File: config.mk
export PLATFORM = sky130hd
export DESIGN_NAME = mem_access_stage
export DESIGN_NICKNAME = d
export VERILOG_FILES = /design/src/rtl/mem_access_stage_pkg.sv /design/src/rtl/mem_lane_align.sv /design/src/rtl/mem_access_stage.sv
export SDC_FILE = /design/constraint.sdc
export NUM_CORES = 1
export LEC_CHECK = 0
export BUFFER_PORTS_ARGS = -buffer_cell sky130_fd_sc_hd__buf_2
export CAP_MARGIN = 20
export CORE_MARGIN = 2
export CORE_UTILIZATION = 38
export DETAILED_ROUTE_END_ITERATION = 10
export PLACE_DENSITY_LB_ADDON = 0.05
export SLEW_MARGIN = 20
export SYNTH_ARGS = -nofsm -noshare
export SYNTH_HDL_FRONTEND = slang
export SYNTH_SLANG_ARGS = --single-unit
File: constraint.sdc
create_clock -name clk -period 6.2 [get_ports clk]
set_input_delay 0.31 -clock clk [delete_from_list [all_inputs] [get_ports clk]]
set_output_delay 0.31 -clock clk [all_outputs]
set_load 0.02 [all_outputs]
File: src/rtl/mem_access_stage_pkg.sv
// Shared encodings for the memory-access stage: micro-op codes, bus transfer sizes, FSM states.
package mem_access_stage_pkg;

    typedef enum logic [3:0] {
        MemOpNone = 4'd0,
        MemOpLb   = 4'd1,
        MemOpLbu  = 4'd2,
        MemOpLh   = 4'd3,
        MemOpLhu  = 4'd4,
        MemOpLw   = 4'd5,
        MemOpSb   = 4'd6,
        MemOpSh   = 4'd7,
        MemOpSw   = 4'd8
    } mem_op_e;

    localparam logic [1:0] SizeByte = 2'd0;
    localparam logic [1:0] SizeHalf = 2'd1;
    localparam logic [1:0] SizeWord = 2'd2;

    typedef enum logic [1:0] {
        StIdle = 2'd0,
        StReq  = 2'd1,
        StWait = 2'd2
    } state_e;

    function automatic logic op_is_load(mem_op_e op);
        return (op >= MemOpLb) && (op <= MemOpLw);
    endfunction

    function automatic logic op_is_store(mem_op_e op);
        return (op >= MemOpSb) && (op <= MemOpSw);
    endfunction

    function automatic logic [1:0] op_size(mem_op_e op);
        case (op)
            MemOpLb, MemOpLbu, MemOpSb: return SizeByte;
            MemOpLh, MemOpLhu, MemOpSh: return SizeHalf;
            default:                    return SizeWord;
        endcase
    endfunction

    function automatic logic op_misaligned(mem_op_e op, logic [1:0] addr_lo);
        case (op)
            MemOpLh, MemOpLhu, MemOpSh: return addr_lo[0];
            MemOpLw, MemOpSw:           return |addr_lo;
            default:                    return 1'b0;
        endcase
    endfunction

endpackage

File: src/rtl/mem_lane_align.sv
// Byte-lane steering for a 4-lane data bus: store strobes/replication and load extract/extend.
module mem_lane_align
    import mem_access_stage_pkg::*;
#(
    parameter int unsigned DATA_W = 32
) (
    input  mem_op_e           op,
    input  logic [1:0]        addr_lo,
    input  logic [DATA_W-1:0] st_data,
    input  logic [DATA_W-1:0] rdata,
    output logic [3:0]        wstrb,
    output logic [DATA_W-1:0] wdata,
    output logic [DATA_W-1:0] ld_data
);

    logic [7:0]  rd_byte;
    logic [15:0] rd_half;

    assign rd_byte = rdata[{addr_lo, 3'b000} +: 8];
    assign rd_half = rdata[{addr_lo[1], 4'b0000} +: 16];

    always_comb begin
        wstrb   = 4'b0000;
        wdata   = st_data;
        ld_data = rdata;
        case (op)
            MemOpSb: begin
                wstrb = 4'b0001 << addr_lo;
                wdata = {(DATA_W/8){st_data[7:0]}};
            end
            MemOpSh: begin
                wstrb = addr_lo[1] ? 4'b1100 : 4'b0011;
                wdata = {(DATA_W/16){st_data[15:0]}};
            end
            MemOpSw:  wstrb   = 4'b1111;
            MemOpLb:  ld_data = {{(DATA_W-8){rd_byte[7]}}, rd_byte};
            MemOpLbu: ld_data = {{(DATA_W-8){1'b0}}, rd_byte};
            MemOpLh:  ld_data = {{(DATA_W-16){rd_half[15]}}, rd_half};
            MemOpLhu: ld_data = {{(DATA_W-16){1'b0}}, rd_half};
            default: ;
        endcase
    end

endmodule

File: src/rtl/mem_access_stage.sv
// Memory-access stage and MEM/WB register: drives the req/addr_ok/data_ok data bus.
// Optional misalignment trapping (adel_o/ades_o) is built with MEM_ALIGN_CHECK_EN defined.
module mem_access_stage
    import mem_access_stage_pkg::*;
#(
    parameter int unsigned DATA_W  = 32,
    parameter int unsigned RADDR_W = 5
) (
    input  logic               clk,
    input  logic               rst,
    input  logic               valid_i,
    input  logic               we_i,
    input  logic [RADDR_W-1:0] waddr_i,
    input  logic [DATA_W-1:0]  wdata_i,
    input  logic [3:0]         mem_op_i,
    input  logic [DATA_W-1:0]  mem_addr_i,
    input  logic [DATA_W-1:0]  mem_wdata_i,
    output logic               stall_o,
    output logic               valid_o,
    output logic               we_o,
    output logic [RADDR_W-1:0] waddr_o,
    output logic [DATA_W-1:0]  wdata_o,
    output logic               data_req,
    output logic               data_wr,
    output logic [1:0]         data_size,
    output logic [DATA_W-1:0]  data_addr,
    output logic [3:0]         data_wstrb,
    output logic [DATA_W-1:0]  data_wdata,
    input  logic               data_addr_ok,
    input  logic               data_data_ok,
    input  logic [DATA_W-1:0]  data_rdata,
    output logic               adel_o,
    output logic               ades_o
);

    state_e             state_q;
    mem_op_e            op_in, op_q, lane_op;
    logic [RADDR_W-1:0] waddr_q;
    logic               is_load_in, is_store_in, is_mem_in;
    logic               misalign, start, complete;
    logic [1:0]         lane_addr;
    logic [3:0]         lane_wstrb;
    logic [DATA_W-1:0]  lane_wdata, lane_ld;

    assign op_in       = mem_op_e'(mem_op_i);
    assign is_load_in  = op_is_load(op_in);
    assign is_store_in = op_is_store(op_in);
    assign is_mem_in   = is_load_in || is_store_in;

    assign start    = (state_q == StIdle) && valid_i && is_mem_in && !misalign;
    assign complete = ((state_q == StReq) && data_addr_ok && data_data_ok) ||
                      ((state_q == StWait) && data_data_ok);
    // Released in the completion cycle so EX/MEM advances on the same edge as write-back.
    assign stall_o  = start || ((state_q != StIdle) && !complete);

    // Store lanes are formed from the live inputs at issue; load lanes from the latched op.
    assign lane_op   = (state_q == StIdle) ? op_in : op_q;
    assign lane_addr = (state_q == StIdle) ? mem_addr_i[1:0] : data_addr[1:0];

    mem_lane_align #(
        .DATA_W (DATA_W)
    ) u_lane_align (
        .op      (lane_op),
        .addr_lo (lane_addr),
        .st_data (mem_wdata_i),
        .rdata   (data_rdata),
        .wstrb   (lane_wstrb),
        .wdata   (lane_wdata),
        .ld_data (lane_ld)
    );

    always_ff @(posedge clk or negedge rst) begin
        if (!rst) begin
            state_q    <= StIdle;
            op_q       <= MemOpNone;
            waddr_q    <= '0;
            data_req   <= 1'b0;
            data_wr    <= 1'b0;
            data_size  <= 2'd0;
            data_addr  <= '0;
            data_wstrb <= 4'b0000;
            data_wdata <= '0;
            valid_o    <= 1'b0;
            we_o       <= 1'b0;
            waddr_o    <= '0;
            wdata_o    <= '0;
        end else begin
            case (state_q)
                StIdle: begin
                    if (start) begin
                        state_q    <= StReq;
                        op_q       <= op_in;
                        waddr_q    <= waddr_i;
                        data_req   <= 1'b1;
                        data_wr    <= is_store_in;
                        data_size  <= op_size(op_in);
                        data_addr  <= mem_addr_i;
                        data_wstrb <= is_store_in ? lane_wstrb : 4'b0000;
                        data_wdata <= is_store_in ? lane_wdata : '0;
                        valid_o    <= 1'b0;
                        we_o       <= 1'b0;
                    end else if (valid_i && is_mem_in) begin
                        // Trapped misaligned access: one-cycle bubble without a register write.
                        valid_o <= 1'b1;
                        we_o    <= 1'b0;
                        waddr_o <= waddr_i;
                        wdata_o <= '0;
                    end else begin
                        valid_o <= valid_i;
                        we_o    <= valid_i && we_i;
                        waddr_o <= waddr_i;
                        wdata_o <= wdata_i;
                    end
                end
                StReq: begin
                    if (data_addr_ok) begin
                        data_req <= 1'b0;
                        state_q  <= data_data_ok ? StIdle : StWait;
                    end
                end
                StWait: begin
                    if (data_data_ok) begin
                        state_q <= StIdle;
                    end
                end
                default: state_q <= StIdle;
            endcase

            if (state_q != StIdle) begin
                valid_o <= complete;
                we_o    <= complete && op_is_load(op_q);
                if (complete) begin
                    waddr_o <= waddr_q;
                    wdata_o <= op_is_load(op_q) ? lane_ld : '0;
                end
            end
        end
    end

`ifdef MEM_ALIGN_CHECK_EN
    logic adel_q, ades_q;

    assign misalign = op_misaligned(op_in, mem_addr_i[1:0]);

    always_ff @(posedge clk or negedge rst) begin
        if (!rst) begin
            adel_q <= 1'b0;
            ades_q <= 1'b0;
        end else begin
            adel_q <= (state_q == StIdle) && valid_i && misalign && is_load_in;
            ades_q <= (state_q == StIdle) && valid_i && misalign && is_store_in;
        end
    end

    assign adel_o = adel_q;
    assign ades_o = ades_q;
`else
    assign misalign = 1'b0;
    assign adel_o   = 1'b0;
    assign ades_o   = 1'b0;
`endif

endmodule
==> impl_metrics.json <==
{
  "status": "finished clean",
  "synthesis.instances": 554,
  "cp_slowest_cell": "a21oi_4",
  "max_freq_mhz": 323,
  "firstDrtPassIters": 5,
  "synth_cell_types": 51,
  "yosysWarnings": 0,
  "grt_pass1_wl_um": 27500,
  "final_cell_mix": "253 x buf_2, 122 x dfrtp_1, 57 x mux2i_1",
  "root_buffer": "clkbuf_16",
  "min_path_type": "in -> reg",
  "netlist_top_cells_area": "dfrtp_1 51%, mux2i_1 9.5%, mux2_2 8.1%",
  "insertion_delay_ps": 420,
  "drt-total-wl_um": 17900,
  "fill_cells": 1486,
  "worst_setup_path_start_kind": "register",
  "seq_area_frac_synth": 0.509,
  "die_x_um": 130,
  "netlist_area_um2": 6000,
  "leakage_nw": 4.00,
  "power_density_nw_per_um2": 418,
  "worst_pin_slew_ps": 969,
  "synth_top_area_cell": "dfrtp_1",
  "crit_fanout": 21,
  "htree_levels": 4,
  "synth_top_area_frac": 0.509,
  "cts_buffer_depth": 2,
  "io_buffers": 254,
  "clk_pin_slew_ps": 60,
  "crit_type": "reg -> out",
  "tns_ps": 0,
  "cp_cell_sequence": "or2_1 > a21oi_4 > buf_4 > nor2_1 > buf_2",
  "antennaDiodeCount": 0,
  "die_y_um": 130,
  "globalplace.congestion": 0.845,
  "crit_path_end_kind": "output port",
  "grt.overflow.total": 0,
  "synth_ff_type": "dfrtp_1",
  "rows": 45,
  "critPathLaunch": "state_q[0]",
  "cts_sinks": 122,
  "max-cap-violations": 0,
  "vias": 5268,
  "skew_ps": 8.37,
  "cts_tree": "yes",
  "ys_ff_latch": 122,
  "cp.arrival_ps": 2790,
  "hold_viol_final": 0,
  "numCtsBuffers": 17,
  "crit_required_ps": 5890,
  "grtUsageTotal": 0.214,
  "ant_nets": 0,
  "cpPeakStageDelay_ps": 710,
  "final_common_cell": "buf_2",
  "initialDrtViolationCount": 311,
  "whs_ps": 64.2,
  "drive_gt1_frac": 0.446,
  "core_um2": 15300,
  "peakVddDrop_v": 0.000212,
  "grt_pass1_vias": 5191,
  "crit_family": "compound AO/OA/AOI/OAI gates",
  "synth_edf_count": 0,
  "synth-async-reset-ratio": 1.00,
  "post-dp-hpwl_um": 12900,
  "start_util": 0.392,
  "min_period_ps": 3100,
  "syn_area_per_cell_um2": 10.8,
  "antenna_found_initial": 1,
  "num_io_pins": 257,
  "finalSetupViolCount": 0,
  "drc": 0,
  "slew_viol_final": 0,
  "area_growth_pct": 34.0,
  "grt_max_degree": 85,
  "wl_per_cell_um": 17.6,
  "rsz0062_at_grt": "no",
  "worstReg2RegStart": "state_q[0]",
  "fin_nets": 935,
  "dieArea_um2": 16800,
  "worstHoldStart": "data_data_ok",
  "routed_via_density": 5.19,
  "maxSlewHeadroom": 0.354,
  "period_share": 0.499,
  "cp_num_buf_inv": 2
}
power by group:
| part | total, mW | switching, mW | internal, mW |
|---|---|---|---|
| clock network | 1.03 | 0.387 | 0.639 |
| registers | 1.16 | 0.131 | 1.03 |
| logic | 1.18 | 0.719 | 0.461 |
| total | 3.36 | 1.24 | 2.13 |
cells in the mapped netlist (all sizes together), types with 2 or more instances:
cell	count
dfrtp	122
mux2i	57
o21ai	52
nor2	49
nand2	47
mux2	45
clkbuf	23
a22o	22
buf	19
o22ai	17
or2	16
a31oi	11
o221ai	8
a221o	7
o22a	7
a21oi	5
nand3	5
nor2b	5
nor3	5
a211oi	3
and2	3
a21boi	2
a21o	2
and3	2
nand2b	2
o211ai	2
o21a	2
o31ai	2
worst reg2reg max path, stage by stage (launching register included):
cell	delay (ps)
dfrtp_1	480
or2_1	480
mux2i_1	390
a211oi_1	570
nor3_4	150
o21ai_2	620
o22ai_1	210
path summary, 6_finish.rpt:
check,end,slack (ps),depth (start not counted)
worst max-delay path,stall_o,3100,5
worst max register to register,wdata_o[17],3150,6
min in group asynchronous,data_addr[8],480,2
worst min register to register,data_wdata[23],470,2
max in group asynchronous,wdata_o[6],4280,3
worst min-delay path,state_q[1],60,2
logic make-up after synthesis:
logic type	count (synthesis)	synth area share
xor+xnor	2	0.00292
other cells	1	0.000625
simple gates	138	0.105
buf+inv	43	0.0357
mux	102	0.181
compound gates	146	0.166
flops	122	0.509
metrics by stage:
stage	area (µm²)	setup WS, ps	power (mW)	cells	utilization
global placement	7390	3330	2.33	982	0.482
floorplan	6000	3900	1.94	555	-
finish	8040	3100	3.36	1016	0.525
global route	8040	2850	3.56	1016	0.525
CTS	8010	3070	3.40	1015	0.523
detailed placement	7390	3200	2.36	982	0.482
registers in the layout, summed over array words and instances, names as in the netlist:
| name | cells |
|---|---|
| data_addr | 32 |
| data_req | 1 |
| data_size | 2 |
| data_wdata | 32 |
| data_wr | 1 |
| data_wstrb | 4 |
| op_q | 4 |
| state_q | 2 |
| valid_o | 1 |
| waddr_o | 5 |
| waddr_q | 5 |
| wdata_o | 32 |
| we_o | 1 |
final cells by class:
cell class	instances	area (µm²)	area share
flip-flops and latches	122	3050	0.380
multi-input cells	390	2760	0.344
repair buffers	260	1340	0.167
clock buffers	17	425	0.0529
well taps	211	264	0.0328
clock inverters	15	188	0.0233
inverters	1	3.75	0.000467
per-layer routing:
metal  wire (µm)  vias up  GRT usage
met4         178        2     0.0557
met2        8590      191      0.345
li1            -     2491          -
met1        7820     2567      0.281
met5          11        -          0
met3        1250       17     0.0665
timing repair:
item	in CTS	in global routing
hold buffers	1	0
setup buffers	0	0
endpoints found under the hold margin	47	0
resized for setup	0	0
Note: power is estimated with default switching activity, not from simulation.
